File: src/rtl/cpu_pkg.sv
// Shared constants for the 5-stage 16-bit CPU datapath.
//  DW        datapath width (PC, instruction, operands, immediates, ALU result)
//  RW        register-specifier width
//  CTRL2_W   width of bsrc / reg_src / branch_ctrl selects
//  CTRL3_W   width of alu_ctrl / set_ctrl opcodes
//  NOP_INSTR ISA NOP (opcode 00001), held in IF/ID after reset
package cpu_pkg;
  localparam int unsigned DW      = 16;
  localparam int unsigned RW      = 3;
  localparam int unsigned CTRL2_W = 2;
  localparam int unsigned CTRL3_W = 3;
  localparam logic [15:0] NOP_INSTR = 16'h0800;
endpackage

File: src/rtl/pipeline_latches_pipe_reg.sv
// pipe_reg: W-bit D flop with synchronous active-high reset to RST_VAL.
//  clk  in   rising-edge clock
//  rst  in   synchronous reset, loads RST_VAL
//  d    in   W-bit next value
//  q    out  W-bit registered value
module pipe_reg #(
  parameter int unsigned    W       = 1,
  parameter logic [W-1:0]   RST_VAL = '0
) (
  input  logic         clk,
  input  logic         rst,
  input  logic [W-1:0] d,
  output logic [W-1:0] q
);

  always_ff @(posedge clk) begin
    if (rst) q <= RST_VAL;
    else     q <= d;
  end

endmodule

File: src/rtl/pipeline_latches.sv
// pipeline_latches: IF/ID, ID/EX and EX/MEM forward pipeline registers.
// Every *_in is captured on the rising edge and presented on the matching
// *_out for one cycle. Reset clears everything except the IF/ID instruction,
// which reloads the ISA NOP. No enable/stall/flush: all stages load each cycle.
//  clk, rst          clock, synchronous active-high reset
//  ifid_*            PC+2, instruction, un-incremented PC
//  idex_*            operands, immediates, control selects/opcodes, dest reg, control bits
//  exmem_*           ALU result, B operand, offsets, store data, PC+2, imm, control
module pipeline_latches
  import cpu_pkg::*;
#(
  parameter int unsigned   DW        = cpu_pkg::DW,
  parameter int unsigned   RW        = cpu_pkg::RW,
  parameter logic [DW-1:0] NOP_INSTR = cpu_pkg::NOP_INSTR
) (
  input  logic                clk,
  input  logic                rst,
  // IF/ID
  input  logic [DW-1:0]       ifid_pc_next_in,
  input  logic [DW-1:0]       ifid_instruction_in,
  input  logic [DW-1:0]       ifid_pc_no_plus_two_in,
  output logic [DW-1:0]       ifid_pc_next_out,
  output logic [DW-1:0]       ifid_instruction_out,
  output logic [DW-1:0]       ifid_pc_no_plus_two_out,
  // ID/EX
  input  logic [DW-1:0]       idex_read_data1_in,
  input  logic [DW-1:0]       idex_read_data2_in,
  input  logic [DW-1:0]       idex_four_ext_in,
  input  logic [DW-1:0]       idex_seven_ext_in,
  input  logic [DW-1:0]       idex_shifted_in,
  input  logic [DW-1:0]       idex_word_align_jump_in,
  input  logic [DW-1:0]       idex_pc2_in,
  input  logic [1:0]          idex_bsrc_in,
  input  logic [1:0]          idex_branch_ctrl_in,
  input  logic [1:0]          idex_reg_src_in,
  input  logic [2:0]          idex_alu_ctrl_in,
  input  logic [2:0]          idex_set_ctrl_in,
  input  logic [RW-1:0]       idex_write_reg_in,
  input  logic                idex_inv_a_in,
  input  logic                idex_inv_b_in,
  input  logic                idex_branch_in,
  input  logic                idex_slbi_in,
  input  logic                idex_btr_in,
  input  logic                idex_mem_wrt_in,
  input  logic                idex_alu_jmp_in,
  input  logic                idex_pc_or_add_in,
  input  logic                idex_halt_in,
  input  logic                idex_reg_wrt_in,
  input  logic                idex_send_nop_in,
  output logic [DW-1:0]       idex_read_data1_out,
  output logic [DW-1:0]       idex_read_data2_out,
  output logic [DW-1:0]       idex_four_ext_out,
  output logic [DW-1:0]       idex_seven_ext_out,
  output logic [DW-1:0]       idex_shifted_out,
  output logic [DW-1:0]       idex_word_align_jump_out,
  output logic [DW-1:0]       idex_pc2_out,
  output logic [1:0]          idex_bsrc_out,
  output logic [1:0]          idex_branch_ctrl_out,
  output logic [1:0]          idex_reg_src_out,
  output logic [2:0]          idex_alu_ctrl_out,
  output logic [2:0]          idex_set_ctrl_out,
  output logic [RW-1:0]       idex_write_reg_out,
  output logic                idex_inv_a_out,
  output logic                idex_inv_b_out,
  output logic                idex_branch_out,
  output logic                idex_slbi_out,
  output logic                idex_btr_out,
  output logic                idex_mem_wrt_out,
  output logic                idex_alu_jmp_out,
  output logic                idex_pc_or_add_out,
  output logic                idex_halt_out,
  output logic                idex_reg_wrt_out,
  output logic                idex_send_nop_out,
  // EX/MEM
  input  logic [DW-1:0]       exmem_alu_in,
  input  logic [DW-1:0]       exmem_b_input_in,
  input  logic [DW-1:0]       exmem_sgn_ext_in,
  input  logic [DW-1:0]       exmem_read_data2_in,
  input  logic [DW-1:0]       exmem_pc2_in,
  input  logic [DW-1:0]       exmem_seven_ext_in,
  input  logic [1:0]          exmem_reg_src_in,
  input  logic [RW-1:0]       exmem_write_reg_in,
  input  logic                exmem_branch_take_in,
  input  logic                exmem_branch_in,
  input  logic                exmem_pc_or_add_in,
  input  logic                exmem_alu_jmp_in,
  input  logic                exmem_mem_wrt_in,
  input  logic                exmem_halt_in,
  input  logic                exmem_reg_wrt_in,
  input  logic                exmem_send_nop_in,
  output logic [DW-1:0]       exmem_alu_out,
  output logic [DW-1:0]       exmem_b_input_out,
  output logic [DW-1:0]       exmem_sgn_ext_out,
  output logic [DW-1:0]       exmem_read_data2_out,
  output logic [DW-1:0]       exmem_pc2_out,
  output logic [DW-1:0]       exmem_seven_ext_out,
  output logic [1:0]          exmem_reg_src_out,
  output logic [RW-1:0]       exmem_write_reg_out,
  output logic                exmem_branch_take_out,
  output logic                exmem_branch_out,
  output logic                exmem_pc_or_add_out,
  output logic                exmem_alu_jmp_out,
  output logic                exmem_mem_wrt_out,
  output logic                exmem_halt_out,
  output logic                exmem_reg_wrt_out,
  output logic                exmem_send_nop_out
);

  // ---------------- IF/ID ----------------
  // Only the instruction register has a non-zero reset value.
  pipe_reg #(.W(DW), .RST_VAL('0)) u_ifid_pc_next (
    .clk(clk), .rst(rst), .d(ifid_pc_next_in), .q(ifid_pc_next_out));
  pipe_reg #(.W(DW), .RST_VAL(NOP_INSTR)) u_ifid_instr (
    .clk(clk), .rst(rst), .d(ifid_instruction_in), .q(ifid_instruction_out));
  pipe_reg #(.W(DW), .RST_VAL('0)) u_ifid_pc (
    .clk(clk), .rst(rst), .d(ifid_pc_no_plus_two_in), .q(ifid_pc_no_plus_two_out));

  // ---------------- ID/EX ----------------
  localparam int unsigned IDEX_W = 7*DW + 3*CTRL2_W + 2*CTRL3_W + RW + 11;
  logic [IDEX_W-1:0] idex_d, idex_q;

  assign idex_d = {idex_read_data1_in, idex_read_data2_in, idex_four_ext_in,
                   idex_seven_ext_in, idex_shifted_in, idex_word_align_jump_in,
                   idex_pc2_in, idex_bsrc_in, idex_branch_ctrl_in, idex_reg_src_in,
                   idex_alu_ctrl_in, idex_set_ctrl_in, idex_write_reg_in,
                   idex_inv_a_in, idex_inv_b_in, idex_branch_in, idex_slbi_in,
                   idex_btr_in, idex_mem_wrt_in, idex_alu_jmp_in, idex_pc_or_add_in,
                   idex_halt_in, idex_reg_wrt_in, idex_send_nop_in};

  pipe_reg #(.W(IDEX_W), .RST_VAL('0)) u_idex (
    .clk(clk), .rst(rst), .d(idex_d), .q(idex_q));

  assign {idex_read_data1_out, idex_read_data2_out, idex_four_ext_out,
          idex_seven_ext_out, idex_shifted_out, idex_word_align_jump_out,
          idex_pc2_out, idex_bsrc_out, idex_branch_ctrl_out, idex_reg_src_out,
          idex_alu_ctrl_out, idex_set_ctrl_out, idex_write_reg_out,
          idex_inv_a_out, idex_inv_b_out, idex_branch_out, idex_slbi_out,
          idex_btr_out, idex_mem_wrt_out, idex_alu_jmp_out, idex_pc_or_add_out,
          idex_halt_out, idex_reg_wrt_out, idex_send_nop_out} = idex_q;

  // ---------------- EX/MEM ----------------
  localparam int unsigned EXMEM_W = 6*DW + CTRL2_W + RW + 8;
  logic [EXMEM_W-1:0] exmem_d, exmem_q;

  assign exmem_d = {exmem_alu_in, exmem_b_input_in, exmem_sgn_ext_in,
                    exmem_read_data2_in, exmem_pc2_in, exmem_seven_ext_in,
                    exmem_reg_src_in, exmem_write_reg_in, exmem_branch_take_in,
                    exmem_branch_in, exmem_pc_or_add_in, exmem_alu_jmp_in,
                    exmem_mem_wrt_in, exmem_halt_in, exmem_reg_wrt_in,
                    exmem_send_nop_in};

  pipe_reg #(.W(EXMEM_W), .RST_VAL('0)) u_exmem (
    .clk(clk), .rst(rst), .d(exmem_d), .q(exmem_q));

  assign {exmem_alu_out, exmem_b_input_out, exmem_sgn_ext_out,
          exmem_read_data2_out, exmem_pc2_out, exmem_seven_ext_out,
          exmem_reg_src_out, exmem_write_reg_out, exmem_branch_take_out,
          exmem_branch_out, exmem_pc_or_add_out, exmem_alu_jmp_out,
          exmem_mem_wrt_out, exmem_halt_out, exmem_reg_wrt_out,
          exmem_send_nop_out} = exmem_q;

endmodule

File: config.mk
export PLATFORM = sky130hd
export DESIGN_NAME = pipeline_latches
export DESIGN_NICKNAME = d
export VERILOG_FILES = /design/src/rtl/cpu_pkg.sv /design/src/rtl/pipeline_latches_pipe_reg.sv /design/src/rtl/pipeline_latches.sv
export SDC_FILE = /design/constraint.sdc
export NUM_CORES = 1
export LEC_CHECK = 0
export CORE_AREA = 4 4 230 232
export CTS_CLUSTER_DIAMETER = 80
export DETAILED_ROUTE_END_ITERATION = 8
export DIE_AREA = 0 0 234 236
export SETUP_SLACK_MARGIN = 0.05
export SYNTH_ARGS = -nofsm -noshare
export SYNTH_HDL_FRONTEND = slang
export SYNTH_SLANG_ARGS = --single-unit
File: constraint.sdc
create_clock -name clk -period 1.4 [get_ports clk]
set_input_delay 0.28 -clock clk [delete_from_list [all_inputs] [get_ports clk]]
set_output_delay 0.28 -clock clk [all_outputs]
set_load 0.01 [all_outputs]
==> out/qor.yml <==
slowest_delay_ns: 0.39
fmax_ghz: 0.764
hold_depth: 2
cts-htree-levels: 2
maxCapViolations: 0
worst-path-buf-inv: 1
numCtsBuffers: 36
port_buffers: 591
syn_inst: 623
antenna_found_initial: 5
syn_nets: 920
min_from: "rst"
leakage_nw: 6.39
dpl.hpwl_um: 23800
grt_setup_unrepaired: "true"
ant_nets: 0
ys_top_cells_by_area: "dfxtp_1 75%, nor2b_1 23%, buf_2 1.5%"
outcome: "finished, final reports clean"
report.final.hold_viol_count: 0
clkSinkCount: 295
crit_chain: "buf_6"
worst_slack_ns: 0.0905
ios: 592
peakVddDrop_mv: 0.695
drive_above_1_share: 0.304
yosysUniqueCellTypes: 8
cpLargestDelayFamily: "flip-flops"
clkTransAtPathRegs_ns: 0.06
cp_slowest_cell: "dfxtp_4"
fin_setup_tns_ns: 0
hold_class: "input port to flip-flop"
power_density_nw_per_um2: 1400
required_ns: 1.12
critPathCaptureType: "output port"
synth_top_area_frac: 0.745
fillers: 5355
synth-seq-cells: 295
place_ws_ns: 0.0251
mostFrequentLayoutCells: "295 x clkdlybuf4s50_1, 294 x nor2b_1, 286 x dfxtp_1"
arrival_ns: 1.03
grt_start_max_net_pins: 60
track_usage: 0.101
max-slew-margin-rel: 0.819
dr.pass1.iters: 4
final_util: 0.285
core_area_um2: 51000
gp_congestion: 0.819
grt_remaining_overflow: 0
final_common_cell: "clkdlybuf4s50_1"
vias: 6481
syn_area_per_cell_um2: 12.7
start_kind: "flip-flop"
final_max_slew_viol_count: 0
tightest_slew_ns: 0.272
power_mw: 20.3
cts_tree: "yes"
post_cts_buffers: 0
syn_area_um2: 7930
grt_pass1_vias: 6973
hold_end: "u_exmem.q[56]$_SDFF_PP0_"
start_util: 0.155
via_per_inst: 3.33
cts-root-buf: "clkbuf_16"
dieArea_um2: 55200
period_minus_slack_ns: 1.31
rows: 83
grt_pass1_wl_um: 41900
synth.largest_area_cell: "dfxtp_1"
drc: 0
routed_wirelength_um: 29900
cts_max_path_buffers: 3
nets: 1538
wl_per_cell_um: 15.3
path_class: "flip-flop to output port"
synth_warnings: 0
area_growth_pct: 83.2
setup_viol: 0
yosysSeqAreaShare: 0.745
initialDrtViolationCount: 103
critPathMaxFanout: 1
die_h_um: 236
die_w_um: 234
timing.final.crit_share: 0.935
[cell usage after synthesis]
cell and instances:
buf_2 24, nor2b_1 294, clkbuf_1 5, buf_6 2
or2_2 1, dfxtp_1 295, buf_4 1, clkbuf_2 1
[metal layers]
layer	part of all wire	wire length, um	vias up	global-route usage
met2	0.47	14000	405	0.172
met1	0.36	10800	2891	0.102
li1	-	-	3112	-
met3	0.13	3960	65	0.0557
met4	0.035	1050	8	0.0436
met5	0.0016	47	-	0
[flip-flops by register name (all words and copies together) (netlist names)]
name,cells
u_idex.q,138
u_exmem.q,109
u_ifid_instr.q,16
u_ifid_pc.q,16
u_ifid_pc_next.q,16
[power by group]
part,internal [mW],switching [mW],total [mW]
registers,8.85,0.116,8.96
logic,1.28,0.813,2.09
clock network,5.61,3.61,9.22
[how the worst max path moves through the flow]
stage	start	endpoint	slack [ns]	cells after the start
after floorplan	rst	u_ifid_instr.q[11]$_SDFF_PP1_	0.34	4
after global placement	u_exmem.q[92]$_SDFF_PP0_	exmem_b_input_out[15]	0.01	1
after detailed placement	u_exmem.q[92]$_SDFF_PP0_	exmem_b_input_out[15]	0.03	1
after CTS	u_exmem.q[92]$_SDFF_PP0_	exmem_b_input_out[15]	0.02	1
after global routing	u_exmem.q[92]$_SDFF_PP0_	exmem_b_input_out[15]	0.008	1
final	u_exmem.q[92]$_SDFF_PP0_	exmem_b_input_out[15]	0.09	1
[metrics by stage]
step	hold WS, ns	cells	cell area (um^2)
after floorplan	0.384	623	7930
after global placement	0.592	1883	14700
after detailed placement	0.609	1883	14700
after CTS	0.0135	1947	14500
after global routing	0.0325	1947	14500
final	0.0589	1948	14500
[final cells by class]
type	count	area (um^2)	share of cell area
Tap cell	680	851	0.0586
Clock inverter	17	193	0.0133
Clock buffer	47	993	0.0684
Antenna cell	1	2.50	0.000172
Multi-Input combinational cell	295	1850	0.127
Sequential cell	295	5930	0.409
Timing Repair Buffer	613	4700	0.324
[cell families (layout without fill, tap and decap cells)]
| family | Yosys count | after routing | synth area share |
|---|---|---|---|
| other | 0 | 1 | 0 |
| DFF | 295 | 295 | 0.745 |
| and+or+nand+nor | 295 | 295 | 0.233 |
| buffers and inverters | 33 | 677 | 0.0219 |
[repair_timing]
item                                     CTS  global route
gates resized for setup                 1208             1
hold buffers                               0             0
endpoints found under the setup margin   295             2
Note: power is estimated with default switching activity, not from simulation.
